[src/rtl/cosine_pkg.sv]
// Shared defaults, sample type and quarter-wave cosine table generator.
package cosine_pkg;

  localparam int unsigned PHASE_W_DEF = 16;
  localparam int unsigned LUT_AW_DEF  = 6;
  localparam int unsigned OUT_W_DEF   = 8;
  localparam int unsigned DIV_W_DEF   = 16;

  typedef logic signed [OUT_W_DEF-1:0] sample_t;

  // LUT[k] = round((2^(ow-1)-1) * cos(pi/2 * (k+0.5)/2^aw)); Taylor series keeps it elaboration-safe.
  function automatic int lut_entry(input int unsigned k, input int unsigned aw,
                                   input int unsigned ow);
    real x;
    real term;
    real sum;
    real amp;
    x    = 1.5707963267948966 * (real'(k) + 0.5) / real'(1 << aw);
    sum  = 1.0;
    term = 1.0;
    for (int n = 1; n <= 12; n++) begin
      term = -term * x * x / real'((2 * n - 1) * (2 * n));
      sum  = sum + term;
    end
    amp = real'((1 << (ow - 1)) - 1);
    return $rtoi(amp * sum + 0.5);
  endfunction

endpackage

[src/rtl/cosine_qlut.sv]
// Quarter-wave cosine ROM, magnitude only, one cycle read latency.
module cosine_qlut
  import cosine_pkg::*;
#(
  parameter int unsigned LUT_AW = LUT_AW_DEF,
  parameter int unsigned OUT_W  = OUT_W_DEF
) (
  input  logic              CLK,
  input  logic [LUT_AW-1:0] addr,
  output logic [OUT_W-2:0]  data
);

  localparam int unsigned N = 1 << LUT_AW;

  logic [OUT_W-2:0] rom [N];

  // Constant table contents; all entries are positive magnitudes.
  for (genvar k = 0; k < N; k++) begin : g_rom
    assign rom[k] = (OUT_W-1)'(lut_entry(k, LUT_AW, OUT_W));
  end

  // Registered read port.
  always_ff @(posedge CLK) begin
    data <= rom[addr];
  end

endmodule

[src/rtl/cosine_gen.sv]
// DDS cosine generator: rate divider, phase accumulator, quarter-wave ROM, sign stage.
module cosine_gen
  import cosine_pkg::*;
#(
  parameter int unsigned PHASE_W = PHASE_W_DEF,
  parameter int unsigned LUT_AW  = LUT_AW_DEF,
  parameter int unsigned OUT_W   = OUT_W_DEF,
  parameter int unsigned DIV_W   = DIV_W_DEF
) (
  input  logic               CLK,
  input  logic               RST,
  input  logic               restart,
  input  logic               enable,
  input  logic [PHASE_W-1:0] tuning_word,
  input  logic [DIV_W-1:0]   rate_div,
  output logic [OUT_W-1:0]   sample_out,
  output logic               sample_valid,
  output logic [PHASE_W-1:0] phase_out
);

  logic [PHASE_W-1:0] acc;
  logic [PHASE_W-1:0] acc_next_c;
  logic [DIV_W-1:0]   cnt;
  logic               strobe_c;
  logic               clear_c;
  logic [1:0]         quad_c;
  logic [LUT_AW-1:0]  idx_c;
  logic [LUT_AW-1:0]  addr_c;
  logic [OUT_W-2:0]   mag;
  logic               neg_q;
  logic               valid_q;

  // Restart is a synchronous clear of everything RST clears.
  assign clear_c    = RST || restart;
  // ">=" so that lowering rate_div below cnt strobes immediately instead of wrapping.
  assign strobe_c   = enable && !restart && (cnt >= rate_div);
  assign acc_next_c = acc + tuning_word;

  // Quadrant and truncated table index; odd quadrants read the table mirrored (N-1-i == ~i).
  assign quad_c = acc[PHASE_W-1 -: 2];
  assign idx_c  = acc[PHASE_W-3 -: LUT_AW];
  assign addr_c = quad_c[0] ? ~idx_c : idx_c;

  // Sample-rate divider and phase accumulator; phase_out mirrors acc.
  always_ff @(posedge CLK) begin
    if (clear_c) begin
      cnt       <= '0;
      acc       <= '0;
      phase_out <= '0;
    end else if (strobe_c) begin
      cnt       <= '0;
      acc       <= acc_next_c;
      phase_out <= acc_next_c;
    end else if (enable) begin
      cnt <= cnt + DIV_W'(1);
    end
  end

  cosine_qlut #(
    .LUT_AW (LUT_AW),
    .OUT_W  (OUT_W)
  ) u_qlut (
    .CLK  (CLK),
    .addr (addr_c),
    .data (mag)
  );

  // Stage 1: sign flag registered alongside the ROM read; valid tracks the strobe.
  always_ff @(posedge CLK) begin
    if (clear_c) begin
      valid_q <= 1'b0;
      neg_q   <= 1'b0;
    end else begin
      valid_q <= strobe_c;
      neg_q   <= quad_c[1] ^ quad_c[0];
    end
  end

  // Stage 2: apply sign; output holds between samples.
  always_ff @(posedge CLK) begin
    if (clear_c) begin
      sample_out   <= '0;
      sample_valid <= 1'b0;
    end else begin
      sample_valid <= valid_q;
      if (valid_q) begin
        sample_out <= neg_q ? -{1'b0, mag} : {1'b0, mag};
      end
    end
  end

endmodule

[config.mk]
export PLATFORM = sky130hd
export DESIGN_NAME = cosine_gen
export DESIGN_NICKNAME = d
export VERILOG_FILES = /design/src/rtl/cosine_pkg.sv /design/src/rtl/cosine_qlut.sv /design/src/rtl/cosine_gen.sv
export SDC_FILE = /design/constraint.sdc
export NUM_CORES = 1
export LEC_CHECK = 0
export BUFFER_PORTS_ARGS = -buffer_cell sky130_fd_sc_hd__buf_2
export CAP_MARGIN = 25
export CORE_MARGIN = 5
export CORE_UTILIZATION = 57
export DETAILED_ROUTE_END_ITERATION = 10
export PLACE_DENSITY_LB_ADDON = 0.1
export SLEW_MARGIN = 20
export SYNTH_ARGS = -nofsm -noshare
export SYNTH_HDL_FRONTEND = slang
export SYNTH_SLANG_ARGS = --single-unit
[constraint.sdc]
create_clock -name CLK -period 3.54 [get_ports CLK]
set_clock_uncertainty 0.15 [all_clocks]
set_input_delay 0.177 -clock CLK [delete_from_list [all_inputs] [get_ports CLK]]
set_output_delay 0.177 -clock CLK [all_outputs]
set_load 0.05 [all_outputs]
==> metrics.md, run 1 <==
| Metric | Value |
|---|---|
| Critical path arrival | 2.98 ns |
| Ant diodes | 0 |
| Post-synthesis sequential area ratio | 27.8% |
| Clk Latency, worst-skew pair | 0.31 ns |
| Post-CTS setup buffers | 0 |
| # clock sinks | 50 |
| Reg2reg end | acc[5]$_SDFFE_PP0P_ |
| Gr ovfl total | 0 |
| PwrDens | 247 mW/mm^2 |
| GR Util met3 | 4.24% |
| WL/cell | 14.0 um |
| Leakage | 1.86 nW |
| Remaining antenna violation count | 0 |
| Vias in the first global route | 3127 |
| Final worst-path cycle share | 82.8% |
| Netlist cell types | 47 |
| Post-layout util | 64.8% |
| CTS HTree Levels | 2 |
| Hold path endpoint | acc[0]$_SDFFE_PP0P_ |
| Max Cap Viol | 0 |
| Yosys warnings | 0 |
| Die Span Y | 89.4 um |
| Hold_sp | tuning_word[0] |
| R2R setup slack | 0.61 ns |
| Primary FF master, synth | dfxtp_1 |
| Ys async rst share | 0% |
| Crit Reg-Reg Startpoint | cnt[15]$_SDFFE_PP0P_ |
| CTS tree | built |
| Slew @ Worst Pin | 0.845 ns |
| Setup TNS | 0 ns |
| Final Hold Violating Endpoints | 0 |
| Hold WS | 0.0695 ns |
| Relative slew slack | 43.3% |
| Fillers | 571 |
| Worst hold path class | in2reg |
| # DRC | 0 |
| IR Drop Worst-Case VDD | 0.153 mV |
| Die Wd | 89.4 um |
| Pins Over Slew Limit | 0 |
| Finished Cell Area | 0.00404 mm^2 |
| Placed insts | 573 |
| Drt pass-1 iters | 4 |
| First-pass GRT wire length | 14000 um |
| RSZ-0062 raised after global routing | false |
| Post-CTS Resized | 0 |
| Worst-path maximum fanout | 12 |
| Met2 Use GR | 35.0% |
| Setup-failing EPs final | 0 |
| Mapped cell area | 0.00360 mm^2 |
| CTS Hold Buffers Added | 0 |
| Crit Path Class | reg2reg |
| Drt total wl | 8160 um |
| Mean post-synth cell area | 7.99 um^2 |
| CP Capture Type | flop |
| Final setup margin | 0.608 ns |
| Total GRT Usage | 21.7% |
| Post-synth EDFFs | 0 |
| Net count after synthesis | 526 |
| Worst reg2reg path depth | 8 |
| Initial DRC Count | 182 |
| GP Congestion | 0.894 |
| Clock transition at path regs | 0.10 ns |
| F_max | 341 MHz |
| Initial Util | 57.6% |
| CP Data Required Time | 3.59 ns |
| Busiest grt layer | met2 |
| Port Buf Inserts | 60 |
| Root Buffer Master | clkbuf_8 |
| TritonCTS buffer count | 5 |
| CORE AREA | 0.00624 mm^2 |
| Post-Synthesis Cells | 450 |
| Routed vias | 3302 |
| Initial antenna violation count | 0 |
| Row count | 29 |
| Total power | 997 uW |
| Full die area | 0.00800 mm^2 |
| Clk buf depth | 2 |
| Finished Layout Cells | 581 |
| Storage cell area | 0.00100 mm^2 |
| Avg Vias per Cell | 5.68 |
| Layout area overhead | 12.4% |
| Dpl ws | 0.639 ns |
| Area of the multi-input gates | 0.00243 mm^2 |
| Grt met1 use | 29.7% |
| CP Launch Type | flop |
| Layout cells sized above 1 | 15.1% |
| I/O pin count | 61 |
| Pin count of the biggest net entering global routing | 22 |
| Hpwl dp | 6310 um |
| Final min period | 2.93 ns |
| Outcome | completed |
| Final Net Count | 579 |
| DP Area | 0.00395 mm^2 |
| Flops & latches, synth | 50 |
| Hold path depth | 4 |
==> cell usage in the layout, fill, tap and decap left out, drive strengths merged, types with 2 or more instances in the layout <==
master,count
buf,63
nor2,58
dfxtp,50
ha,39
nand2,37
a21oi,28
inv,28
o21ai,25
xor2,22
xnor2,19
nand3,15
and3,12
mux2i,11
a211oi,11
a21o,10
nor3,9
nand4,6
o211ai,5
clkbuf,5
o2111ai,4
o21a,4
nor2b,3
a22oi,3
o31ai,3
nor3b,3
or4,3
o22ai,3
or2,2
o221ai,2
a221oi,2
mux4,2
nand2b,2
==> per-layer routing <==
layer	share of wire, %	routed length, um	vias to the layer above
met5	0	0	-
li1	-	-	1702
met2	44	3620	77
met3	5.5	450	11
met1	49	3980	1512
met4	1.3	106	0
==> area by class of cell <==
| class | count | area share, % |
|---|---|---|
| clock inverter | 3 | 0.619 |
| tap | 77 | 2.38 |
| clock buffer | 5 | 1.70 |
| timing repair buffer | 63 | 7.99 |
| multi-input combinational | 356 | 60.0 |
| inverter | 27 | 2.51 |
| sequential | 50 | 24.8 |
==> synth_stat cells, drive strengths merged (3+ instances only) <==
cell,count,area (um^2)
ha,39,488
o31ai,3,22.5
a21oi,28,140
nand3,15,75.1
o21ai,25,125
a22oi,3,22.5
and3,12,80.1
xnor2,19,166
nand2,37,139
o2111ai,4,35.0
nand4,6,37.5
nor3,9,45.0
dfxtp,50,1000
a21o,10,75.1
o211ai,5,37.5
o22ai,3,18.8
or4,3,22.5
o21a,4,30.0
xor2,22,193
nor2b,3,18.8
nor3b,3,22.5
nor2,58,218
inv,27,101
mux2i,11,110
clkbuf,13,48.8
a211oi,11,82.6
buf,4,18.8
==> worst max-delay path, stage by stage (launching register included) <==
cell and delay [ns]:
dfxtp_1 0.34, ha_1 0.32, nand4_1 0.15, or4_1 0.51, or4_1 0.44, nand3_1 0.31
buf_4 0.30, mux2i_1 0.24, nor2_1 0.05
==> worst max-delay path by stage <==
| stage | start | endpoint | slack [ns] | cells past startpoint |
|---|---|---|---|---|
| finish | cnt[15]$_SDFFE_PP0P_ | acc[5]$_SDFFE_PP0P_ | 0.61 | 8 |
| global placement | cnt[15]$_SDFFE_PP0P_ | acc[6]$_SDFFE_PP0P_ | 0.74 | 8 |
| global route | cnt[15]$_SDFFE_PP0P_ | acc[5]$_SDFFE_PP0P_ | 0.42 | 8 |
| detailed placement | cnt[15]$_SDFFE_PP0P_ | acc[5]$_SDFFE_PP0P_ | 0.64 | 8 |
| CTS | cnt[15]$_SDFFE_PP0P_ | acc[5]$_SDFFE_PP0P_ | 0.62 | 8 |
| floorplan | acc[14]$_SDFFE_PP0P_ | u_qlut.data[0]$_DFF_P_ | 0.74 | 8 |
==> report_power, final <==
part / switching (mW) / total (mW) / leakage (nW) / internal, mW
clock: 0.207 / 0.350 / 0.0447 / 0.143
combinational: 0.0469 / 0.0834 / 1.41 / 0.0365
sequential: 0.00110 / 0.564 / 0.403 / 0.563
total: 0.255 / 0.997 / 1.86 / 0.742
==> flip-flops by register name, summed over array words and instances (netlist names) <==
name,flops
cnt,16
sample_out,8
neg_q,1
acc,16
sample_valid,1
valid_q,1
u_qlut.data,7
==> cell families (layout without fill, tap and decap cells) <==
logic type	Yosys count	after routing	synth area share, %
AOI/OAI and AO/OA	108	108	19.3
muxes	13	13	4.31
buffers and inverters	44	98	4.70
adders and majority gates	40	40	14.1
DFF	50	50	27.8
and+or+nand+nor	154	154	19.8
xor gates and xnor gates	41	41	9.98
Note: power is estimated with default switching activity, not from simulation.
==> run 2: changes to the inputs <==
Settings changed: ABC_AREA set to 1, CORE_UTILIZATION 57 to 58.
Clock period 3.54 ns to 3 ns, I/O delays scaled along.
==> metrics.md, run 2 <==
| Metric | Value |
|---|---|
| Net count after synthesis | 651 |
| CP max stage cell | nor2_2 |
| GR Util met3 | 3.50% |
| Met2 Use GR | 35.4% |
| Outcome | completed |
| Final min period | 2.33 ns |
| # DRC | 0 |
| Primary FF master, synth | dfxtp_1 |
| Setup-failing EPs final | 0 |
| Hold path depth | 4 |
| Ant diodes | 0 |
| Post-CTS setup buffers | 0 |
| Yosys warnings | 0 |
| Hpwl dp | 6740 um |
| CTS tree | built |
| Area share of fa/ha/maj cells after synthesis | 13.4% |
| Area fraction of the dominant cell type after synthesis | 26.4% |
| Avg Vias per Cell | 5.09 |
| Pin count of the biggest net entering global routing | 18 |
| Commonest cells in the netlist | nand2_1 (171), inv_1 (81), dfxtp_1 (50) |
| Final Hold Violating Endpoints | 0 |
| CP Data Required Time | 3.08 ns |
| Worst-path maximum fanout | 17 |
| Initial antenna violation count | 0 |
| CP Launch Type | flop |
| Crit-path max cell delay | 0.46 ns |
| Critical path arrival | 2.41 ns |
| Worst reg2reg path depth | 11 |
| Mean post-synth cell area | 6.60 um^2 |
| Total GRT Usage | 20.6% |
| # clock sinks | 50 |
| Most frequent cells in the layout | nand2_1 (171), inv_1 (81), buf_2 (60) |
| Max Cap Viol | 0 |
| CORE AREA | 0.00635 mm^2 |
| Post-CTS Resized | 0 |
| Synth top area cells | dfxtp_1 (26%), nand2_1 (17%), ha_1 (13%) |
| CTS HTree Levels | 2 |
| Crit path buf inv count | 1 |
| Compound-gate portion of the synthesized area | 11.3% |
| R2R setup slack | 0.67 ns |
| Clock transition at path regs | 0.09 ns |
| TritonCTS buffer count | 5 |
| Vias in the first global route | 3381 |
| Drt total wl | 8380 um |
| Grt met1 use | 26.9% |
| CP cell instances | ha_1 -> nand4_1 -> nor2_1 -> nand2_1 -> clkinv_1 -> nand2_1 -> nand2_1 -> nand2_2 -> nor2_2 -> nand2_1 -> o21ai_1 |
| Die Wd | 90.9 um |
| Cell taking the most area after synthesis | dfxtp_1 |
| F_max | 430 MHz |
| Remaining antenna violation count | 0 |
| Busiest grt layer | met2 |
| Relative slew slack | 48.2% |
| PwrDens | 289 mW/mm^2 |
| Gr ovfl total | 0 |
| Hold path endpoint | acc[0]$_SDFFE_PP0P_ |
| Hold_sp | tuning_word[0] |
| Routed vias | 3631 |
| Pins Over Slew Limit | 0 |
| Flops & latches, synth | 50 |
| Post-Synthesis Cells | 575 |
| GP Congestion | 0.905 |
| Final worst-path cycle share | 77.6% |
| Setup TNS | 0 ns |
| Clk Latency, worst-skew pair | 0.30 ns |
| Largest family of logic cells by synthesized area | simple AND/OR/NAND/NOR gates |
| Die Span Y | 90.9 um |
| Netlist cell types | 39 |
| Clk buf depth | 2 |
| Total power | 1.23 mW |
| Post-synthesis sequential area ratio | 26.4% |
| Full die area | 0.00826 mm^2 |
| Layout area overhead | 12.6% |
| Leakage | 2.33 nW |
| Most used cell, CP | nand2_1 |
| Post-synthesis simple-gate area fraction | 31.6% |
| Worst hold path class | in2reg |
| IR Drop Worst-Case VDD | 0.214 mV |
| Crit Reg-Reg Startpoint | cnt[15]$_SDFFE_PP0P_ |
| WL/cell | 11.8 um |
| First-pass GRT wire length | 14700 um |
| Slew @ Worst Pin | 0.773 ns |
| Root Buffer Master | clkbuf_8 |
| Mapped cell area | 0.00379 mm^2 |
| Post-layout util | 67.3% |
| Row count | 29 |
| Port Buf Inserts | 60 |
| I/O pin count | 61 |
| Fillers | 560 |
| Reg2reg end | acc[10]$_SDFFE_PP0P_ |
| Multiplexer area fraction after synthesis | 0% |
| Most numerous cell in the Yosys netlist | nand2_1 |
| Biggest regs | acc (16), cnt (16), sample_out (8) |
| Crit Path Class | reg2reg |
| Final Net Count | 711 |
| Most common cell after layout, fill and taps aside | nand2_1 |
| CP Capture Type | flop |
| Initial Util | 59.7% |
| Xor/xnor share of the synthesized area | 7.23% |
| Drt pass-1 iters | 4 |
| Layout cells sized above 1 | 14.8% |
| Post-synth EDFFs | 0 |
| Initial DRC Count | 189 |
| Cell family with most CP delay | simple AND/OR/NAND/NOR gates |
| Ys async rst share | 0% |
| RSZ-0062 raised after global routing | false |
run 2: cell types whose count changed after synthesis, moves of 7 or more:
cell	previous run	this run
o21ai_0	25	17
clkbuf_1	13	2
inv_1	27	81
nor2_1	58	43
mux2i_1	11	0
a21oi_1	28	42
and3_1	11	3
nand2_1	37	171
o21ai_1	0	9
nand3_1	15	32
a211oi_1	11	0
xor2_1	22	15
xnor2_1	19	7
a21o_1	10	1
run 2: layout make-up:
class / instances / area, um^2 / area share (%)
Multi-Input combinational cell: 428 / 2410 / 56.4
Sequential cell: 50 / 1000 / 23.4
Timing Repair Buffer: 63 / 328 / 7.67
Inverter: 87 / 327 / 7.64
Tap cell: 77 / 96.3 / 2.26
Clock buffer: 6 / 72.6 / 1.70
Clock inverter: 2 / 37.5 / 0.879
run 2: logic make-up after synthesis:
logic type,after synthesis
AND/OR/NAND/NOR,281
buffers and inverters,97
AO/OA/AOI/OAI,80
flip-flops,50
adder cells (fa/ha/maj),40
XOR/XNOR,27
run 2: power by group:
group / leakage [nW] / internal, mW / switching, mW / total [mW]
logic: 1.88 / 0.0449 / 0.0600 / 0.105
clock network: 0.0514 / 0.249 / 0.215 / 0.464
registers: 0.403 / 0.664 / 0.000813 / 0.665
total: 2.33 / 0.958 / 0.276 / 1.23
run 2: worst max-delay path by stage:
stage,to,slack (ns),depth (start not counted),startpoint
global route,acc[6]$_SDFFE_PP0P_,0.44,11,cnt[15]$_SDFFE_PP0P_
global placement,acc[10]$_SDFFE_PP0P_,0.81,11,cnt[15]$_SDFFE_PP0P_
CTS,acc[10]$_SDFFE_PP0P_,0.66,11,cnt[15]$_SDFFE_PP0P_
finish,acc[10]$_SDFFE_PP0P_,0.67,11,cnt[15]$_SDFFE_PP0P_
detailed placement,acc[10]$_SDFFE_PP0P_,0.70,11,cnt[15]$_SDFFE_PP0P_
floorplan,u_qlut.data[2]$_DFF_P_,0.75,10,acc[14]$_SDFFE_PP0P_
run 2: worst min-delay path, cell delays in order:
cell     delay, ns
buf_2         0.08
ha_1          0.13
nand2_1       0.05
nand2_1       0.04
run 2: per-stage QoR:
| step | hold WS [ns] | instance area (um^2) | setup slack (ns) | cells |
|---|---|---|---|---|
| final | 0.0250 | 4270 | 0.673 | 713 |
| after CTS | 0.0240 | 4270 | 0.663 | 713 |
| after floorplan | 0.139 | 3790 | 0.750 | 575 |
| after global routing | 0.0562 | 4270 | 0.440 | 713 |
| after detailed placement | 0.291 | 4140 | 0.701 | 703 |
| after global placement | 0.289 | 4140 | 0.811 | 703 |
run 2: what timing repair did:
action,CTS,global route
hold buffers,2,0
hold endpoints to repair,2,0
endpoints found under the setup margin,0,0
run 2: layer usage:
metal	up-vias	part of all wire [%]	wire length (um)
met5	-	0	0
met4	0	0.84	70
met3	6	4.9	414
met2	70	49	4090
met1	1608	45	3810
li1	1947	-	-
==> run 3: changes to the inputs <==
Settings changed: CORE_UTILIZATION 58 to 52.
Clock period 3 ns to 1.9 ns, I/O delays scaled along.
==> metrics.md, run 3 (synthesis results as in run 2) <==
| Metric | Value |
|---|---|
| Final Net Count | 761 |
| F_max | 544 MHz |
| Hold path endpoint | acc[1]$_SDFFE_PP0P_ |
| Most frequent cells in the layout | nand2_1 (161), inv_1 (81), buf_2 (60) |
| Critical path arrival | 1.93 ns |
| Final Hold Violating Endpoints | 0 |
| Die Wd | 95.4 um |
| Layout area overhead | 36.2% |
| Remaining antenna violation count | 0 |
| Outcome | completed |
| CP Capture Type | flop |
| Relative slew slack | 69.2% |
| Clk buf depth | 2 |
| Finished Cell Area | 0.00516 mm^2 |
| CP Launch Type | flop |
| Layout cells sized above 1 | 32.9% |
| Crit-path max cell delay | 0.35 ns |
| Drt pass-1 iters | 4 |
| Crit Path Class | reg2reg |
| Gr ovfl total | 0 |
| Clk Latency, worst-skew pair | 0.31 ns |
| CP cell instances | ha_4 -> nand4_1 -> nor2_1 -> nand2_1 -> inv_2 -> nand2_2 -> nand2_2 -> nand2_4 -> nor2_4 -> buf_12 -> nand2_1 -> o21ai_2 |
| Die Span Y | 95.4 um |
| Post-layout util | 72.0% |
| Pins Over Slew Limit | 0 |
| Cell family with most CP delay | simple AND/OR/NAND/NOR gates |
| Slew @ Worst Pin | 0.460 ns |
| Worst hold path class | in2reg |
| CTS HTree Levels | 2 |
| Leakage | 2.66 nW |
| Row count | 31 |
| Hpwl dp | 7090 um |
| Routed vias | 3931 |
| Setup-failing EPs final | 0 |
| Biggest regs | acc (16), cnt (16), sample_out (8) |
| Ant diodes | 0 |
| Full die area | 0.00910 mm^2 |
| PwrDens | 387 mW/mm^2 |
| First-pass GRT wire length | 15100 um |
| Initial antenna violation count | 0 |
| Vias in the first global route | 3574 |
| Total GRT Usage | 20.3% |
| CORE AREA | 0.00718 mm^2 |
| IR Drop Worst-Case VDD | 0.336 mV |
| Hold path depth | 4 |
| TritonCTS buffer count | 5 |
| Final min period | 1.84 ns |
| CP Data Required Time | 1.99 ns |
| Avg Vias per Cell | 5.01 |
| WL/cell | 12.4 um |
| Total power | 2.00 mW |
| Pin count of the biggest net entering global routing | 23 |
| R2R setup slack | 0.06 ns |
| # clock sinks | 50 |
| Root Buffer Master | clkbuf_8 |
| Port Buf Inserts | 60 |
| Worst reg2reg path depth | 12 |
| DP Area | 0.00448 mm^2 |
| Crit Reg-Reg Startpoint | cnt[14]$_SDFFE_PP0P_ |
| Max Cap Viol | 0 |
| Crit path buf inv count | 2 |
| GP Congestion | 0.901 |
| RSZ-0062 raised after global routing | true |
| Worst-path maximum fanout | 13 |
| Reg2reg end | acc[10]$_SDFFE_PP0P_ |
| Initial DRC Count | 162 |
| # DRC | 0 |
| Final worst-path cycle share | 96.7% |
| Drt total wl | 9710 um |
| Initial Util | 52.9% |
| Hold_sp | tuning_word[1] |
| Clock transition at path regs | 0.11 ns |
| I/O pin count | 61 |
| Most common cell after layout, fill and taps aside | nand2_1 |
| CTS tree | built |
| CP max stage cell | dfxtp_2 |
## run 3: changes by cell type in the layout (fill, tap and decap cells not counted), moves of 12 or more
cell	before	now
a21oi_1	42	29
a21oi_2	1	13
buf_4	1	43
dfxtp_1	50	26
dfxtp_2	0	20
ha_1	39	21
ha_4	0	15
## run 3: layout make-up
cell class | count | area, um^2
Multi-Input combinational cell | 430 | 2850
Fill cell | 588 | 2010
Sequential cell | 50 | 1040
Timing Repair Buffer | 111 | 716
Inverter | 87 | 327
Tap cell | 99 | 124
Clock buffer | 6 | 93.8
Clock inverter | 2 | 17.5
## run 3: worst max path at each step
stage	cells after the start	slack [ns]	from	to
after CTS	11	0.0003	cnt[9]$_SDFFE_PP0P_	acc[10]$_SDFFE_PP0P_
after global routing	10	-0.05	acc[13]$_SDFFE_PP0P_	acc[14]$_SDFFE_PP0P_
final	12	0.06	cnt[14]$_SDFFE_PP0P_	acc[10]$_SDFFE_PP0P_
after floorplan	10	0.007	acc[14]$_SDFFE_PP0P_	u_qlut.data[2]$_DFF_P_
after global placement	11	-0.11	cnt[15]$_SDFFE_PP0P_	acc[10]$_SDFFE_PP0P_
after detailed placement	11	-0.20	cnt[15]$_SDFFE_PP0P_	acc[10]$_SDFFE_PP0P_
## run 3: layer usage
layer | GRT usage [%] | vias up | wire length, um
met5 | 0 | - | 0
met1 | 25.3 | 1784 | 4340
met3 | 2.92 | 6 | 437
li1 | - | 2053 | -
met4 | 4.50 | 0 | 68
met2 | 36.7 | 88 | 4870
## run 3: what timing repair did
item | CTS | global route
gates resized for setup | 20 | 72
setup endpoints to repair | 24 | 37
cloned | 1 | 1
pin swaps | 3 | 19
buffers inserted | 1 | 9
hold buffers | 3 | 0
hold endpoints to repair | 5 | 0
## run 3: worst min-delay path, stage by stage
cell and delay, ns:
buf_2 0.11, fa_2 0.20, nand2_1 0.05, nand2_1 0.05
## run 3: report_power, final
group | internal, mW | total (mW) | switching, mW
registers | 1.04 | 1.04 | 0.000805
logic | 0.0930 | 0.215 | 0.122
clock network | 0.350 | 0.742 | 0.392
total | 1.49 | 2.00 | 0.515
## run 3: per-stage QoR
step	setup TNS, ns	setup slack [ns]	hold WS [ns]	cells
finish	0	0.0622	0.0769	785
global route	-0.401	-0.0534	0.0980	785
CTS	0	0.000258	0.0742	775
detailed placement	-2.42	-0.199	0.251	762
global placement	-1.18	-0.108	0.238	762
floorplan	0	0.00730	0.0840	575
